==> config.mk <==
export PLATFORM = sky130hd
export DESIGN_NAME = csr_trap_ctrl
export DESIGN_NICKNAME = d
export VERILOG_FILES = /design/src/rtl/csr_pkg.sv /design/src/rtl/csr_counter64.sv /design/src/rtl/csr_trap_ctrl.sv
export SDC_FILE = /design/constraint.sdc
export NUM_CORES = 1
export LEC_CHECK = 0
export BUFFER_PORTS_ARGS = -buffer_cell sky130_fd_sc_hd__buf_2
export CAP_MARGIN = 40
export CORE_MARGIN = 2
export CORE_UTILIZATION = 45
export CTS_CLUSTER_DIAMETER = 100
export DETAILED_ROUTE_END_ITERATION = 7
export PLACE_DENSITY = 0.61
export SLEW_MARGIN = 20
export SYNTH_ARGS = -nofsm -noshare
export SYNTH_HDL_FRONTEND = slang
export SYNTH_SLANG_ARGS = --single-unit
==> constraint.sdc <==
create_clock -name clk -period 4.1 [get_ports clk]
set_clock_uncertainty 0.1 [all_clocks]
set_input_delay 1.025 -clock clk [delete_from_list [all_inputs] [get_ports clk]]
set_output_delay 1.025 -clock clk [all_outputs]
set_load 0.02 [all_outputs]
==> src/rtl/csr_pkg.sv <==
// Shared definitions for the machine-mode CSR file and trap sequencer:
// CSR addresses, cause codes, bit positions, op encodings and FSM states.
package csr_pkg;

  localparam logic [11:0] CSR_MSTATUS   = 12'h300;
  localparam logic [11:0] CSR_MIE       = 12'h304;
  localparam logic [11:0] CSR_MTVEC     = 12'h305;
  localparam logic [11:0] CSR_MEPC      = 12'h341;
  localparam logic [11:0] CSR_MCAUSE    = 12'h342;
  localparam logic [11:0] CSR_MIP       = 12'h344;
  localparam logic [11:0] CSR_MCYCLE    = 12'hB00;
  localparam logic [11:0] CSR_MCYCLEH   = 12'hB80;
  localparam logic [11:0] CSR_MINSTRET  = 12'hB02;
  localparam logic [11:0] CSR_MINSTRETH = 12'hB82;

  localparam logic [3:0] CAUSE_MEI = 4'd11;
  localparam logic [3:0] CAUSE_MTI = 4'd7;

  localparam int MSTATUS_MIE_BIT  = 3;
  localparam int MSTATUS_MPIE_BIT = 7;
  localparam int MSTATUS_MPP_LO   = 11;
  localparam int MIE_MEIE_BIT     = 11;
  localparam int MIE_MTIE_BIT     = 7;

  // funct3[1:0]; 2'b00 is not a CSR access
  localparam logic [1:0] CSR_OP_WRITE = 2'b01;
  localparam logic [1:0] CSR_OP_SET   = 2'b10;
  localparam logic [1:0] CSR_OP_CLEAR = 2'b11;

  typedef enum logic [1:0] {RUN, WFI, TRAP, MRET} trap_state_e;

endpackage

==> src/rtl/csr_counter64.sv <==
// 64-bit free-running counter with independent 32-bit half writes.
// A write to either half suppresses that cycle's increment.
module csr_counter64 (
  input  logic        clk,
  input  logic        rst_n,
  input  logic        inc_i,
  input  logic        wr_lo_i,
  input  logic        wr_hi_i,
  input  logic [31:0] wdata_i,
  output logic [63:0] count_o
);

  logic [63:0] count_q, count_d;

  always_comb begin
    count_d = count_q;
    if (wr_lo_i) begin
      count_d[31:0] = wdata_i;
    end else if (wr_hi_i) begin
      count_d[63:32] = wdata_i;
    end else if (inc_i) begin
      count_d = count_q + 64'd1;
    end
  end

  always_ff @(posedge clk) begin
    if (!rst_n) begin
      count_q <= '0;
    end else begin
      count_q <= count_d;
    end
  end

  assign count_o = count_q;

endmodule

==> src/rtl/csr_trap_ctrl.sv <==
// Machine-mode CSR file and trap sequencer: CSR read/modify/write,
// interrupt entry, MRET exit and WFI sleep with PC redirect and flush.
module csr_trap_ctrl
  import csr_pkg::*;
#(
  parameter int               XLEN        = 32,
  parameter logic [XLEN-1:0]  RESET_MTVEC = 32'h0000_0000
) (
  input  logic            clk,
  input  logic            rst_n,
  input  logic            csr_read,
  input  logic            csr_write,
  input  logic [1:0]      csr_imm_sel,
  input  logic            flag_mret,
  input  logic            wfi_stall,
  input  logic [2:0]      funct3,
  input  logic [11:0]     csr_addr,
  input  logic [XLEN-1:0] csr_wdata,
  input  logic [XLEN-1:0] pc_ex,
  input  logic            instr_retire,
  input  logic            stall_in,
  input  logic            ext_irq,
  input  logic            timer_irq,
  output logic [XLEN-1:0] csr_rdata,
  output logic            interrupt,
  output logic            redirect,
  output logic [XLEN-1:0] redirect_pc,
  output logic            flush,
  output logic            pipe_stall
);

  trap_state_e     state_q, state_d;
  logic            mie_q, mie_d;
  logic            mpie_q, mpie_d;
  logic            meie_q, meie_d;
  logic            mtie_q, mtie_d;
  logic [XLEN-1:0] mtvec_q, mtvec_d;
  logic [XLEN-1:0] mepc_q, mepc_d;
  logic [XLEN-1:0] mcause_q, mcause_d;
  logic [63:0]     mcycle, minstret;

  logic            irq_pending;
  logic [XLEN-1:0] csr_old, csr_new;
  logic            csr_we, take_trap, take_mret;
  logic [XLEN-1:0] trap_epc;

  // Operand selection already happened upstream; only the op bits matter here.
  logic unused_bits;
  assign unused_bits = ^{csr_imm_sel, funct3[2], trap_epc[1:0]};

  assign irq_pending = (ext_irq & meie_q) | (timer_irq & mtie_q);
  assign interrupt   = irq_pending;

  // NOTE: every combinational output gets a default first so no path leaves
  // it unassigned, which would otherwise infer a latch.
  always_comb begin
    csr_old = '0;
    case (csr_addr)
      CSR_MSTATUS: begin
        csr_old[MSTATUS_MIE_BIT]                     = mie_q;
        csr_old[MSTATUS_MPIE_BIT]                    = mpie_q;
        csr_old[MSTATUS_MPP_LO+1:MSTATUS_MPP_LO]     = 2'b11;
      end
      CSR_MIE: begin
        csr_old[MIE_MEIE_BIT] = meie_q;
        csr_old[MIE_MTIE_BIT] = mtie_q;
      end
      CSR_MTVEC:     csr_old = mtvec_q;
      CSR_MEPC:      csr_old = mepc_q;
      CSR_MCAUSE:    csr_old = mcause_q;
      CSR_MIP: begin
        csr_old[MIE_MEIE_BIT] = ext_irq;
        csr_old[MIE_MTIE_BIT] = timer_irq;
      end
      CSR_MCYCLE:    csr_old = XLEN'(mcycle[31:0]);
      CSR_MCYCLEH:   csr_old = XLEN'(mcycle[63:32]);
      CSR_MINSTRET:  csr_old = XLEN'(minstret[31:0]);
      CSR_MINSTRETH: csr_old = XLEN'(minstret[63:32]);
      default:       csr_old = '0;
    endcase
  end

  assign csr_rdata = csr_read ? csr_old : '0;

  always_comb begin
    case (funct3[1:0])
      CSR_OP_WRITE: csr_new = csr_wdata;
      CSR_OP_SET:   csr_new = csr_old | csr_wdata;
      CSR_OP_CLEAR: csr_new = csr_old & ~csr_wdata;
      default:      csr_new = csr_old;
    endcase
  end

  always_comb begin
    state_d     = state_q;
    take_trap   = 1'b0;
    take_mret   = 1'b0;
    trap_epc    = pc_ex;
    redirect    = 1'b0;
    flush       = 1'b0;
    redirect_pc = mtvec_q;
    pipe_stall  = 1'b0;
    case (state_q)
      RUN: begin
        if (!stall_in) begin
          if (irq_pending && mie_q && !flag_mret) begin
            take_trap = 1'b1;
            state_d   = TRAP;
          end else if (flag_mret) begin
            take_mret = 1'b1;
            state_d   = MRET;
          end else if (wfi_stall) begin
            state_d = WFI;
          end
        end
      end
      WFI: begin
        pipe_stall = 1'b1;
        if (irq_pending) begin
          if (mie_q) begin
            // The WFI itself has completed, so return past it.
            take_trap = 1'b1;
            trap_epc  = pc_ex + XLEN'(4);
            state_d   = TRAP;
          end else begin
            state_d = RUN;
          end
        end
      end
      TRAP: begin
        redirect    = 1'b1;
        flush       = 1'b1;
        redirect_pc = mtvec_q;
        state_d     = RUN;
      end
      MRET: begin
        redirect    = 1'b1;
        flush       = 1'b1;
        redirect_pc = mepc_q;
        state_d     = RUN;
      end
      default: state_d = RUN;
    endcase
  end

  assign csr_we = csr_write && (funct3[1:0] != 2'b00) && (state_q == RUN)
                  && !stall_in && !take_trap;

  // Trap entry and MRET override a same-cycle software write to mstatus.
  always_comb begin
    mie_d    = mie_q;
    mpie_d   = mpie_q;
    meie_d   = meie_q;
    mtie_d   = mtie_q;
    mtvec_d  = mtvec_q;
    mepc_d   = mepc_q;
    mcause_d = mcause_q;
    if (csr_we) begin
      case (csr_addr)
        CSR_MSTATUS: begin
          mie_d  = csr_new[MSTATUS_MIE_BIT];
          mpie_d = csr_new[MSTATUS_MPIE_BIT];
        end
        CSR_MIE: begin
          meie_d = csr_new[MIE_MEIE_BIT];
          mtie_d = csr_new[MIE_MTIE_BIT];
        end
        CSR_MTVEC:  mtvec_d  = {csr_new[XLEN-1:2], 2'b00};
        CSR_MEPC:   mepc_d   = {csr_new[XLEN-1:2], 2'b00};
        CSR_MCAUSE: mcause_d = csr_new;
        default: ;
      endcase
    end
    if (take_mret) begin
      mie_d  = mpie_q;
      mpie_d = 1'b1;
    end
    if (take_trap) begin
      mepc_d   = {trap_epc[XLEN-1:2], 2'b00};
      mpie_d   = mie_q;
      mie_d    = 1'b0;
      mcause_d = {1'b1, {(XLEN-5){1'b0}},
                  (ext_irq && meie_q) ? CAUSE_MEI : CAUSE_MTI};
    end
  end

  // NOTE: sequential state uses non-blocking assignments so every register
  // samples the pre-edge values regardless of statement order.
  always_ff @(posedge clk) begin
    if (!rst_n) begin
      state_q  <= RUN;
      mie_q    <= 1'b0;
      mpie_q   <= 1'b0;
      meie_q   <= 1'b0;
      mtie_q   <= 1'b0;
      mtvec_q  <= {RESET_MTVEC[XLEN-1:2], 2'b00};
      mepc_q   <= '0;
      mcause_q <= '0;
    end else begin
      state_q  <= state_d;
      mie_q    <= mie_d;
      mpie_q   <= mpie_d;
      meie_q   <= meie_d;
      mtie_q   <= mtie_d;
      mtvec_q  <= mtvec_d;
      mepc_q   <= mepc_d;
      mcause_q <= mcause_d;
    end
  end

  csr_counter64 u_mcycle (
    .clk     (clk),
    .rst_n   (rst_n),
    .inc_i   (1'b1),
    .wr_lo_i (csr_we && (csr_addr == CSR_MCYCLE)),
    .wr_hi_i (csr_we && (csr_addr == CSR_MCYCLEH)),
    .wdata_i (csr_new[31:0]),
    .count_o (mcycle)
  );

  csr_counter64 u_minstret (
    .clk     (clk),
    .rst_n   (rst_n),
    .inc_i   (instr_retire),
    .wr_lo_i (csr_we && (csr_addr == CSR_MINSTRET)),
    .wr_hi_i (csr_we && (csr_addr == CSR_MINSTRETH)),
    .wdata_i (csr_new[31:0]),
    .count_o (minstret)
  );

endmodule

==> flow_summary_export.csv, run 1 <==
group,metric,value,unit
setup_path,path_class,"input pin to output port",
setup_path,worst_ep_required_time,2.97,ns
worst_hold_path,hold_path_class,"register to register",
final_layout,fill_cells,3299,
timing,clock.fmax,0.241,GHz
routing,wl_met3,12500,um
pwr,leakage,7.58,nW
final_layout,drive_gt1_share,26.1,%
routing,wl_met2,37000,um
setup_path,worstSetupStartpoint,"csr_addr[2]",
clocking,cts_tree,"built",
pwr,power_density,285,mW/mm^2
die,die_area,0.0371,sq mm
yosys,synth_edf_count,0,
die,start_util,45.3,%
timing,hold_viol,0,
yosys,syn_inst,2077,
routing,drt_pass1_iterations,8,
yosys,synthArstFlopShare,0,%
setup_path,r2r_start,"u_minstret.count_o[21]",
final_layout,synthToLayoutAreaGrowth,28.2,%
setup_path,crit_arrival,3.03,ns
placed_design,place_ws,-0.235,ns
placed_design,dp_hpwl,68900,um
pwr,p_total,0.00584,W
worst_hold_path,hold_depth,2,
yosys,synth_flop_cell,"dfxtp_1",
timing,rsz0062_at_grt,"yes",
timing,setup-violations-final,5,
timing,timing.final.ws_setup,-0.0535,ns
setup_path,rr_worst_depth,6,
routing,wl_met1,34600,um
timing,fin_crit,4.15,ns
timing,min_period_over_period,101,%
clocking,cts-root-buf,"clkbuf_16",
final_layout,utilization,58.1,%
routing,viasPerCell,7.21,
die,ios,159,
setup_path,cp-end-kind,"output port",
die,core-area,0.0353,sq mm
yosys,yosys_register_bits,226,
placed_design,portBuffers,151,
clocking,htree_levels,1,
clocking,clkSinkCount,226,
yosys,yosys_warnings,0,
setup_path,r2r_slack,0.85,ns
routing,wl_per_cell,32.4,um
pwr,ir_drop,0.000331,V
die,fp.dieW,193,um
timing,slew_headroom,37.4,%
clocking,ctsHoldBuffers,0,
routing,drc,0,
placed_design,gp_congestion,1.07,
yosys,yosysUniqueCellTypes,97,
global_routing,grt_start_max_net_pins,54,
global_routing,grt_pass1_vias,18100,
routing,top_layer_used,"met4",
clocking,clkLatencyLatePin,0.59,ns
yosys,synthTopCellsByCount,"dfxtp_1 (226), nand2_1 (197), nor2_1 (132)",
routing,ant_nets,0,
yosys,yosysMostFrequentCell,"dfxtp_1",
yosys,syn_area,0.0160,sq mm
die,die_h,193,um
yosys,synth_area_per_cell,7.70,sq um
global_routing,antenna_found_initial,1,
timing,drv_slew,0,
routing,drt-initial-drc-count,3282,
global_routing,track_usage,48.3,%
yosys,synth.area.top_cells,"dfxtp_1 (28%), nand2_1 (4.6%), nand4_1 (4.1%), xnor2_1 (3.6%), nand3_1 (3.1%)",
setup_path,crit_fanout,10,
yosys,yosysSeqAreaShare,28.3,%
routing,drt-total-wl,91900,um
clocking,numCtsBuffers,28,
yosys,yosys.area.top_type,"dfxtp_1",
run_status,failed_checks,"setup timing",
run,drv_cap,0,
clocking,clock_path_buffers,3,
final_layout,final_nets,2444,
clocking,clkSlewWorstSetupHoldPaths,0.06,ns
routing,via_count,20400,
global_routing,grt_first_pass_wirelength,128000,um
setup_path,start_kind,"input pin",
yosys,synth_top_cell_area_share,28.3,%
setup_path,setup.worst_path.end,"csr_rdata[19]",
timing,tightest_slew,0.938,ns
global_routing,overflow,0,
timing,fin_hold_ws,0.397,ns
die,rows,69,
setup_path,reg2reg_to,"u_minstret.count_o[43]",
run_status,run_status,"finished, violations left",
[what timing repair did]
action / 4_1_cts / 5_1_grt
setup endpoints to repair: 29 / 32
resized for setup: 61 / 63
setup buffers: 15 / 13
pin swaps: 12 / 17
gates cloned: 0 / 1
[cell families (layout without fill, tap and decap cells)]
family | Yosys count | after routing | synth area share (%)
flip-flops | 226 | 226 | 28.3
adder cells (fa/ha/maj) | 3 | 3 | 0.235
XOR/XNOR | 99 | 99 | 5.42
other | 1 | 5 | 0.0234
AO/OA/AOI/OAI | 610 | 610 | 27.5
multiplexers | 62 | 62 | 4.21
buffers and inverters | 220 | 513 | 5.69
AND/OR/NAND/NOR | 856 | 856 | 28.6
[where the power goes]
group / internal [W] / leakage [nW] / switching (W)
clock: 0.00186 / 0.519 / 0.00110
sequential: 0.00220 / 1.82 / 0.0000142
combinational: 0.000209 / 5.24 / 0.000454
[placed cells by master, fill, tap and decap left out, drive strengths merged, types with 20 or more instances in the layout]
cell type / netlist / final
a211oi: 48 / 48
nand2: 197 / 197
o21ai: 88 / 88
o21a: 21 / 21
a21oi: 95 / 95
xor2: 34 / 34
nor3: 74 / 74
o22ai: 45 / 45
nand4: 105 / 105
a22oi: 34 / 34
nor2: 132 / 132
buf: 55 / 412
mux2i: 20 / 20
clkbuf: 116 / 37
xnor2: 65 / 65
nand3: 102 / 102
and4: 20 / 20
o31a: 33 / 33
and2: 33 / 33
and3: 43 / 43
inv: 49 / 48
nor4: 73 / 73
a31oi: 35 / 35
mux2: 42 / 42
dfxtp: 226 / 226
[through the flow]
stage | instance area (sq um) | setup TNS (ns) | std cells
finish | 20500 | -0.128 | 2835
global route | 20500 | -0.0700 | 2832
CTS | 20100 | -0.0458 | 2818
detailed placement | 18700 | -2.71 | 2752
global placement | 18600 | -2.18 | 2750
floorplan | 16000 | 0 | 2078
[metal layers]
layer | up-vias | track usage, %
met3 | 426 | 13.8
li1 | 8583 | -
met5 | - | 0
met1 | 9698 | 63.4
met4 | 0 | 32.7
met2 | 1742 | 68.4
[final cells by class]
cell class,count,area [sq um],share of cell area (%)
well taps,461,577,2.81
clock buffers,36,792,3.86
clock inverters,15,287,1.40
repair buffers,413,3120,15.2
multi-input cells,1632,11000,53.7
diodes,3,7.51,0.0366
flip-flops and latches,226,4520,22.1
inverters,49,185,0.903
[flip-flops by register name, summed over array words and instances, names as in the netlist]
signal,count
mepc_q,30
mcause_q,32
u_mcycle.count_o,64
mtvec_q,30
state_q,2
mie_q,1
meie_q,1
mpie_q,1
mtie_q,1
u_minstret.count_o,64
[how the worst min path moves through the flow]
stage / slack [ns] / endpoint / start
after floorplan: 0.34 / mtvec_q[5] / mtvec_q[5]
after global placement: 0.37 / mtvec_q[18] / mtvec_q[18]
after detailed placement: 0.38 / mtvec_q[18] / mtvec_q[18]
after CTS: 0.39 / mtvec_q[18] / mtvec_q[18]
after global routing: 0.42 / mtvec_q[25] / mtvec_q[25]
final: 0.40 / mtvec_q[18] / mtvec_q[18]
[critical path, stage by stage]
cell and delay, ns:
buf_2 0.14, buf_4 0.18, nor4_4 0.29, buf_4 0.23
buf_6 0.20, buf_12 0.12, nand4_1 0.18, nand4_1 0.28
o31a_1 0.18, buf_2 0.16
Note: power is estimated with default switching activity, not from simulation.
==> run 2: changes to the inputs <==
--- a/config.mk
+++ b/config.mk
@@ -11,7 +11,8 @@
 export CORE_UTILIZATION = 45
 export CTS_CLUSTER_DIAMETER = 100
 export DETAILED_ROUTE_END_ITERATION = 7
-export PLACE_DENSITY = 0.61
+export GPL_ROUTABILITY_DRIVEN = 0
+export PLACE_DENSITY = 0.64
 export SLEW_MARGIN = 20
 export SYNTH_ARGS = -nofsm -noshare
 export SYNTH_HDL_FRONTEND = slang
==> constraint.sdc (replaced) <==
create_clock -name clk -period 3.7 [get_ports clk]
set_clock_uncertainty 0.1 [all_clocks]
set_input_delay 0.925 -clock clk [delete_from_list [all_inputs] [get_ports clk]]
set_output_delay 0.925 -clock clk [all_outputs]
set_load 0.02 [all_outputs]
==> run 2 against run 1 <==
The run ends with DRC, setup timing left. Global-route usage decreased by 4.0 points. First-iteration DRC count is 19% higher. Sequential cell count unchanged. Count of clock-buffer cells in the layout grew 5. Sequential power grew 11%. Power increased by 0.43%. Critical path type unchanged. Critical endpoint is now csr_rdata[9].
==> flow_summary_export.csv, run 2 (synthesized netlist as in run 1, its figures left out) <==
group,metric,value,unit
timing,fin_crit,4.02,ns
timing,setup-violations-final,26,
routing,via_count,20800,
setup_path,reg2reg_to,"u_mcycle.count_o[54]",
global_routing,grt_pass1_vias,18500,
timing,timing.final.ws_setup,-0.322,ns
final_layout,final_nets,2494,
die,core-area,0.0353,sq mm
setup_path,worst_ep_required_time,2.67,ns
global_routing,track_usage,44.3,%
routing,viasPerCell,7.21,
final_layout,multiInputGateArea,0.0112,sq mm
die,rows,69,
timing,drv_slew,0,
setup_path,worstSetupStartpoint,"csr_addr[10]",
routing,drt-total-wl,85100,um
final_layout,synthToLayoutAreaGrowth,32.3,%
final_layout,final_common_cell,"buf_4",
worst_hold_path,hold_path_class,"register to register",
clocking,clock_path_buffers,3,
pwr,power_density,277,mW/mm^2
global_routing,met3_usage,15.2,%
setup_path,crit_arrival,3.00,ns
run,drv_cap,0,
run_status,run_status,"finished, violations left",
clocking,clkSinkCount,226,
timing,slew_headroom,42.4,%
timing,tightest_slew,0.856,ns
timing,hold_viol,0,
setup_path,r2r_slack,0.28,ns
global_routing,grtUsageMet2,63.2,%
clocking,numCtsBuffers,26,
clocking,ctsHoldBuffers,0,
setup_path,r2r_start,"u_mcycle.count_o[32]",
pwr,leakage,7.87,nW
setup_path,cp_slowest_stage_delay,0.46,ns
die,start_util,45.3,%
setup_path,setup.worst_path.end,"csr_rdata[9]",
global_routing,grt_use_met1,55.3,%
setup_path,cp-end-kind,"output port",
setup_path,cp_num_buf_inv,4,
timing,rsz0062_at_grt,"yes",
global_routing,grt_first_pass_wirelength,121000,um
timing,clock.fmax,0.249,GHz
die,ios,159,
final_layout,most-common-layout-cells,"buf_4 (263), dfxtp_1 (226), nand2_1 (195)",
setup_path,start_kind,"input pin",
die,die_h,193,um
setup_path,crit_fanout,17,
setup_path,crit_path_frequent_cell,"nand4_1",
global_routing,antenna_found_initial,2,
setup_path,crit_family,"simple AND/OR/NAND/NOR gates",
clocking,cts-root-buf,"clkbuf_16",
setup_path,rr_worst_depth,6,
routing,ant_nets,0,
clocking,cts_tree,"built",
setup_path,cp.depth,9,
final_layout,fill_cells,3167,
final_layout,utilization,60.0,%
pwr,ir_drop,0.000302,V
die,fp.dieW,193,um
global_routing,grt_start_max_net_pins,74,
global_routing,overflow,0,
pwr,p_total,0.00587,W
clocking,clkSlewWorstSetupHoldPaths,0.06,ns
setup_path,path_class,"input pin to output port",
placed_design,dp_hpwl,61100,um
final_layout,ff_latch_area,0.00452,sq mm
routing,drt_pass1_iterations,8,
placed_design,portBuffers,151,
setup_path,cp_slowest_cell,"nand4_1",
routing,drc,8,
clocking,clkLatencyLatePin,0.56,ns
global_routing,grt_busiest_layer,"met2",
run_status,failed_checks,"DRC, setup timing",
setup_path,cp_cell_sequence,"buf_2 > and4b_1 > buf_12 > buf_4 > nand4_1 > nand4_1 > nor2_2 > nor2_4 > buf_6",
routing,wl_per_cell,29.6,um
timing,min_period_over_period,109,%
final_layout,drive_gt1_share,28.2,%
routing,drt-initial-drc-count,3904,
die,die_area,0.0371,sq mm
worst_hold_path,hold_depth,2,
clocking,htree_levels,1,
[run 2: cell types whose count changed in the layout (fill, tap and decap cells not counted), moves of 6 or more]
| cell | before | now |
|---|---|---|
| buf_4 | 237 | 263 |
| buf_6 | 28 | 51 |
| buf_12 | 15 | 32 |
| buf_2 | 128 | 111 |
| bufinv_16 | 8 | 1 |
| a22oi_1 | 28 | 22 |
| a22oi_2 | 6 | 12 |
| clkbuf_1 | 3 | 9 |
| nor2_1 | 126 | 120 |
[run 2: cell type report]
type	count	share of cell area [%]
inverters	49	0.875
clock buffers	41	3.68
repair buffers	464	18.1
clock inverters	5	0.260
flip-flops and latches	226	21.4
well taps	461	2.72
multi-input cells	1633	53.0
diodes	2	0.0236
[run 2: repair_timing]
item / 4_1_cts / 5_1_grt
gates resized for setup: 137 / 77
setup endpoints to repair: 32 / 32
gates cloned: 2 / 0
pin swaps: 41 / 49
setup buffers: 25 / 27
[run 2: how the worst min path moves through the flow]
stage                            from           to  slack [ns]
after floorplan            mtvec_q[5]   mtvec_q[5]        0.34
final                     mtvec_q[26]  mtvec_q[26]        0.40
after detailed placement  mtvec_q[19]  mtvec_q[19]        0.39
after CTS                 mtvec_q[26]  mtvec_q[26]        0.40
after global routing      mtvec_q[20]  mtvec_q[20]        0.41
after global placement    mtvec_q[20]  mtvec_q[20]        0.38
[run 2: routing by layer]
metal / routed length, um / part of all wire, %
met1: 30000 / 35
met2: 34100 / 40
met3: 12800 / 15
met4: 8220 / 9.6
met5: 31 / 0.036
[run 2: tightest hold or removal path: cells and delay by family, from the launching register on]
kind	cells	cell delay [ns]
AOI/OAI and AO/OA	1	0.07
buffers and inverters	1	0.08
DFF	1	0.31
[run 2: report_power, final]
group / leakage [nW] / internal [W] / switching [W]
clock: 0.402 / 0.00150 / 0.00114
combinational: 5.65 / 0.000270 / 0.000504
sequential: 1.82 / 0.00244 / 0.0000141
total: 7.87 / 0.00421 / 0.00165
[run 2: per-stage QoR]
step	setup TNS (ns)	cell area, sq um	hold WS (ns)	std cells	setup WS (ns)
floorplan	-0.145	16100	0.341	2078	-0.0829
global placement	-4.71	19000	0.377	2781	-0.266
detailed placement	-4.60	19000	0.389	2782	-0.264
CTS	-0.275	20600	0.400	2853	-0.0434
global route	-2.16	21200	0.410	2880	-0.199
finish	-1.67	21200	0.400	2881	-0.322
